--- config.mk ---
export PLATFORM = sky130hd
export DESIGN_NAME = bcd_seg_scan
export DESIGN_NICKNAME = d
export VERILOG_FILES = /design/src/rtl/bcd_seg_scan.sv
export SDC_FILE = /design/constraint.sdc
export NUM_CORES = 1
export LEC_CHECK = 0
export CORE_MARGIN = 2
export CORE_UTILIZATION = 46
export DETAILED_ROUTE_END_ITERATION = 10
export PLACE_DENSITY = 0.73
export SLEW_MARGIN = 10
export SYNTH_ARGS = -nofsm -noshare
export SYNTH_HDL_FRONTEND = slang
export SYNTH_SLANG_ARGS = --single-unit
--- constraint.sdc ---
create_clock -name clk -period 1.85 [get_ports clk]
set_clock_uncertainty 0.15 [all_clocks]
set_input_delay 0.2775 -clock clk [delete_from_list [all_inputs] [get_ports clk]]
set_output_delay 0.2775 -clock clk [all_outputs]
set_load 0.02 [all_outputs]
--- src/rtl/bcd_seg_scan.sv ---
// Two-digit multiplexed seven-segment driver for a tens/units BCD pair.
// New values wait in a one-deep pending register and are shown only from the next frame.
module bcd_seg_scan #(
  parameter int unsigned REFRESH_DIV   = 4,
  parameter bit          BLANK_LEADING = 1'b1
) (
  input  logic       clk,
  input  logic       rst_n,
  input  logic       in_valid,
  output logic       in_ready,
  input  logic       in_tens,
  input  logic [3:0] in_units,
  output logic [6:0] seg,
  output logic [1:0] dig_en,
  output logic       err
);

  localparam int unsigned CW = (REFRESH_DIV > 1) ? $clog2(REFRESH_DIV) : 1;

  typedef struct packed {
    logic       tens;
    logic [3:0] units;
  } bcd_t;

  typedef enum logic {
    SCAN_U = 1'b0,
    SCAN_T = 1'b1
  } scan_t;

  scan_t         state_q, state_d;
  logic [CW-1:0] cnt_q, cnt_d;
  bcd_t          shadow_q, shadow_d;
  bcd_t          pend_q, pend_d;
  logic          pend_full_q, pend_full_d;
  logic          ready_d;
  logic [6:0]    seg_d;
  logic [1:0]    dig_en_d;
  logic          err_d;

  logic          accept_c;
  logic          slot_end_c;
  logic          boundary_c;
  logic          bad_c;
  logic          tens_blank_c;
  logic [3:0]    digit_c;

  function automatic logic [6:0] seg_pattern(input logic [3:0] d);
    logic [6:0] p;
    case (d)
      4'd0:    p = 7'h3F;
      4'd1:    p = 7'h06;
      4'd2:    p = 7'h5B;
      4'd3:    p = 7'h4F;
      4'd4:    p = 7'h66;
      4'd5:    p = 7'h6D;
      4'd6:    p = 7'h7D;
      4'd7:    p = 7'h07;
      4'd8:    p = 7'h7F;
      4'd9:    p = 7'h6F;
      default: p = 7'h40;
    endcase
    return p;
  endfunction

  // State and output registers
  always_ff @(posedge clk) begin
    if (!rst_n) begin
      state_q     <= SCAN_U;
      cnt_q       <= '0;
      shadow_q    <= '0;
      pend_q      <= '0;
      pend_full_q <= 1'b0;
      in_ready    <= 1'b0;
      seg         <= 7'h00;
      dig_en      <= 2'b00;
      err         <= 1'b0;
    end else begin
      state_q     <= state_d;
      cnt_q       <= cnt_d;
      shadow_q    <= shadow_d;
      pend_q      <= pend_d;
      pend_full_q <= pend_full_d;
      in_ready    <= ready_d;
      seg         <= seg_d;
      dig_en      <= dig_en_d;
      err         <= err_d;
    end
  end

  // Scan sequencing, handshake, frame-boundary commit and next outputs
  always_comb begin
    state_d     = state_q;
    cnt_d       = cnt_q + CW'(1);
    shadow_d    = shadow_q;
    pend_d      = pend_q;
    pend_full_d = pend_full_q;

    accept_c   = in_valid && in_ready;
    slot_end_c = (cnt_q == CW'(REFRESH_DIV - 1));
    boundary_c = (state_q == SCAN_T) && slot_end_c;

    if (slot_end_c) begin
      cnt_d   = '0;
      state_d = (state_q == SCAN_U) ? SCAN_T : SCAN_U;
    end

    // Commit uses the pre-edge pending contents; a same-edge accept refills it.
    if (boundary_c && pend_full_q) begin
      shadow_d    = pend_q;
      pend_full_d = 1'b0;
    end
    if (accept_c) begin
      pend_d      = '{tens: in_tens, units: in_units};
      pend_full_d = 1'b1;
    end
    ready_d = !pend_full_d;

    bad_c        = (shadow_q.units > 4'd9);
    tens_blank_c = BLANK_LEADING && (state_q == SCAN_T) && !shadow_q.tens && !bad_c;
    digit_c      = (state_q == SCAN_T) ? {3'b000, shadow_q.tens} : shadow_q.units;

    if (bad_c) begin
      seg_d = 7'h40;
    end else if (tens_blank_c) begin
      seg_d = 7'h00;
    end else begin
      seg_d = seg_pattern(digit_c);
    end

    // Guard cycle at slot start keeps the previous digit from ghosting.
    if ((cnt_q == '0) || tens_blank_c) begin
      dig_en_d = 2'b00;
    end else if (state_q == SCAN_T) begin
      dig_en_d = 2'b10;
    end else begin
      dig_en_d = 2'b01;
    end

    err_d = bad_c;
  end

endmodule

# Word-level counts from Yosys, hierarchy flattened
# Memories as Yosys holds them, arrays and structs flattened.
# Cells that the tools add are included.
dict set report totals {
  ff_bits 25
  latch_bits 0
  ram_bits 0
  rom_bits 112
  inputBits 8
  output_inout_bits 11
  word_cells 37
  memories 1
}
dict set report classes {
  add_sub_neg 1
  mul 0
  n_div 0
  n_lt_le_gt_ge 1
  n_eq_ne 1
  shifts 0
  n_mux 7
  bitwise 1
  reduce_logical 13
}
# name words width read_ports rd_clocked_by_memory_dff wr line_no
set mem_list {}
lappend mem_list {{(no name shown)} 16 7 1 0 0 49} ;# case (d)
# operator count
set op_table {}
lappend op_table {{7-bit 2-to-1 mux} 2}
lappend op_table {{1-bit logical AND} 5}
lappend op_table {{4-bit greater-than comparator (second input constant)} 1}
lappend op_table {{4-bit 2-to-1 mux} 1}
lappend op_table {{2-bit OR reduction} 2}
lappend op_table {{1-bit logical NOT} 3}
lappend op_table {{1-bit 2-to-1 mux} 3}
lappend op_table {{3-bit OR reduction} 1}
lappend op_table {{2-bit by 1-bit adder with 2-bit output (second input constant)} 1}
lappend op_table {{2-bit equality test (second input constant)} 1}
lappend op_table {{2-bit logical NOT} 1}
lappend op_table {{2-bit 2-to-1 mux} 1}
lappend op_table {{1-bit logical OR} 1}
lappend op_table {{1-bit inverter} 1}

# Logic depth before layout (Yosys ltp)
dict set report logic_depth {
  ltp_word 6
  ltp_mapped 8
  mapped_depth_nobuf 6
}

# Least setup slack after synthesis
# OpenSTA, ideal clock, no wires.
dict set report synth_timing {
  kind {register to register}
  start {register state_q}
  end {register seg[0]}
  setup_ns 0.074
  t_arrival_ns 1.551
  required_ns 1.626
  setup_slack_ns 0.075
  path_stages_with_launch 9
  path_buffers 2
  cell_sequence {dfxtp_1 buf_4 buf_4 mux2i_1 inv_1 ha_1 nor3_1 nor2_1 a31oi_1}
}
dict set report synth_via {
  elab_chain_cells 3
}
# element line_no
set synth_lines {}
lappend synth_lines {{start: declaration} 30} ;# scan_t state_q, state_d;
lappend synth_lines {{start signal: assignment} 78} ;# state_q <= state_d;
lappend synth_lines {{parallel branches: the longest is 3 deep, another holds memory read 16 x 7 bit} -}
lappend synth_lines {{end signal: assignment} 84} ;# seg <= seg_d;
lappend synth_lines {{end: declaration} 13} ;# output logic [6:0] seg,
# Several ways; the timed one is not identified.
# A chain may end at the register's enable or synchronous reset.

# Worst setup path in the final report
dict set report layout_timing {
  start {register dig_en[1]}
  end {output dig_en[1]}
}
# element line_no
set layout_lines {}
lappend layout_lines {{start: declaration} 14} ;# output logic [1:0] dig_en,
lappend layout_lines {{start signal: assignment} 85} ;# dig_en <= dig_en_d;
# No word-level cell between the ends.

==> results_dict.tcl <==
set metrics [dict create \
    dpl.hpwl_um 1360 \
    drc 0 \
    slew-limit-headroom_pct 72.7 \
    root_buffer "clkbuf_4" \
    avgRoutedWirePerCell_um 11.2 \
    top_usage_layer "met2" \
    cp_data_required_time_ns 1.42 \
    syn_area_um2 1130 \
    final_hold_viol_count 0 \
    layout_commonest_cell "dfxtp_1" \
    synth.yosys.seq_area_share_pct 44.3 \
    post_synth_main_area_contributors "dfxtp_1 (44%), ha_1 (8.9%), mux2i_1 (5.3%), a21boi_1 (4.0%), nand2b_1 (3.9%)" \
    ys_types 30 \
    grt_pass1_vias 740 \
    path_class "flop to output port" \
    end_kind "output port" \
    final_cell_mix "dfxtp_1 (25), clkdlybuf4s50_1 (17), nand2_1 (10), ha_1 (8)" \
    die_w_um 53.6 \
    start_kind "flop" \
    postLayoutCellArea_um2 1370 \
    final_cells 163 \
    dieArea_um2 2870 \
    slew_viol_final 0 \
    insertion_delay_ns 0.31 \
    clk_path_buf_depth 2 \
    grtUsageMet3_pct 2.50 \
    fmax_mhz 603 \
    insertedDiodeCount 0 \
    routed_via_density 5.15 \
    finalCritPeriodShare_pct 89.6 \
    synth_area_leader_cell "dfxtp_1" \
    met1_usage_pct 18.4 \
    leakage_nw 0.589 \
    syn2layout_area_growth_pct 20.8 \
    ant_nets 0 \
    dr.pass1.iters 4 \
    use_met2_pct 25.5 \
    post_route_cells_drive_above_1_share_pct 8.89 \
    rows 17 \
    drt-initial-drc-count 7 \
    path_clk_slew_ns 0.13 \
    crit_chain "clkdlybuf4s50_1" \
    start_util_pct 49.6 \
    synthArstFlopShare_pct 0 \
    grt_pass1_wl_um 3150 \
    synth-warning-count 0 \
    crit_arrival_ns 1.23 \
    num_vias 840 \
    die_y_um 53.6 \
    cts_tree "yes" \
    synth_edf_count 0 \
    min_path_type "flop to flop" \
    ys.flop_type "dfxtp_1" \
    powerDensity_nw_per_um2 703 \
    placedCellCount 159 \
    totalWireLength_um 1820 \
    cts_htree_levels 1 \
    synth_cells 115 \
    status "finished clean" \
    rsz0062_at_grt "false" \
    ys_seq_elements 25 \
    slowest_delay_ns 0.59 \
    antenna_found_initial 0 \
    cts_inserted_buffers 3 \
    clock-sinks 25 \
    dp_slack_ns 0.236 \
    finalSetupViolCount 0 \
    grt_usage_pct 14.9 \
    syn_nets 131 \
    power.total_mw 0.960 \
    slowest_stage "clkdlybuf4s50_1" \
    setup-tns-final_ns 0 \
    grt.overflow.total 0 \
    dpl_cell_area_um2 1340 \
    critical_path_buf_inv_count 1 \
    cap_viol_max_count 0 \
    synth_area_per_cell_um2 9.82 \
    yosysTopAreaCellShare_pct 44.3 \
    grt_max_degree 14 \
    period_needed_ns 1.66 \
    utilization_pct 60.0 \
    crit_path_max_fanout 1 \
    io_buffers 18 \
    core-area_um2 2280 \
    pin_count 19 \
    post_cts_buffers 0 \
    ir_worst_vdd_mv 0.386 \
    max_slew.worst_pin.slew_ns 0.409 \
    worst_hold_slack_ns 0.315 \
    fin_nets 152 \
    setup_ws_ns 0.192 \
    routabilityCongestion 0.855 \
    critPathTopFamily "buffers and inverters" \
]
[cells by family (layout without fill, tap and decap cells)]
family                     count (synthesis)  in the layout  synth area share (%)
muxes                                      6              6                  5.32
AOI/OAI and AO/OA                         19             19                  11.0
buffers and inverters                     10             30                  4.76
and+or+nand+nor                           46             46                  25.0
DFF                                       25             25                  44.3
adders and majority gates                  8              8                  8.86
xor gates and xnor gates                   1              1                 0.775
[power breakdown]
part           switching (mW)  internal (mW)  total (mW)
Sequential             0.0161          0.569       0.585
Clock                   0.151         0.0840       0.235
Combinational          0.0662         0.0736       0.140
[repair_timing]
| action | 4_1_cts | 5_1_grt |
|---|---|---|
| setup endpoints to repair | 0 | 1 |
| gates resized for setup | 0 | 1 |
| hold buffers | 0 | 0 |
[worst paths after layout]
| path | from | to | slack [ns] | depth (start not counted) |
|---|---|---|---|---|
| worst max-delay path | dig_en[1]$_SDFF_PP0_ | dig_en[1] | 0.19 | 1 |
| worst min register to register | pend_q[0]$_SDFFE_PN0P_ | pend_q[0]$_SDFFE_PN0P_ | 0.32 | 2 |
| worst max register to register | state_q$_SDFFE_PN0N_ | seg[1]$_SDFF_PP0_ | 0.24 | 6 |
| worst min-delay path | pend_q[0]$_SDFFE_PN0P_ | pend_q[0]$_SDFFE_PN0P_ | 0.32 | 2 |
[registers in the layout (all words and copies together) (netlist names)]
signal / count
cnt_q: 2
dig_en: 2
err: 1
in_ready: 1
pend_full_q: 1
pend_q: 5
seg: 7
shadow_q: 5
state_q: 1
[synth_stat cells (2+ instances only)]
cell type,count
a31oi_1,4
buf_4,2
nand2_1,10
nand3_1,5
nor2_1,4
ha_1,8
nand2b_1,7
and2_1,2
nor2b_1,7
o21ai_1,3
clkbuf_1,2
dfxtp_1,25
nor3b_1,2
inv_1,4
mux2i_1,6
nand3_2,2
a21oi_1,4
a21boi_1,6
[per-layer routing]
layer | share of wire, % | wire [um]
met2 | 47 | 857
met1 | 47 | 852
met5 | 0 | 0
met3 | 5.2 | 95
met4 | 0.88 | 16
[layout make-up]
| cell class | count | area [um^2] |
|---|---|---|
| Fill cell | 208 | 911 |
| Multi-Input combinational cell | 80 | 576 |
| Sequential cell | 25 | 500 |
| Timing Repair Buffer | 22 | 213 |
| Tap cell | 28 | 35.0 |
| Clock buffer | 4 | 26.3 |
| Inverter | 4 | 15.0 |
No activity file was read; power rests on OpenSTA's default activity.
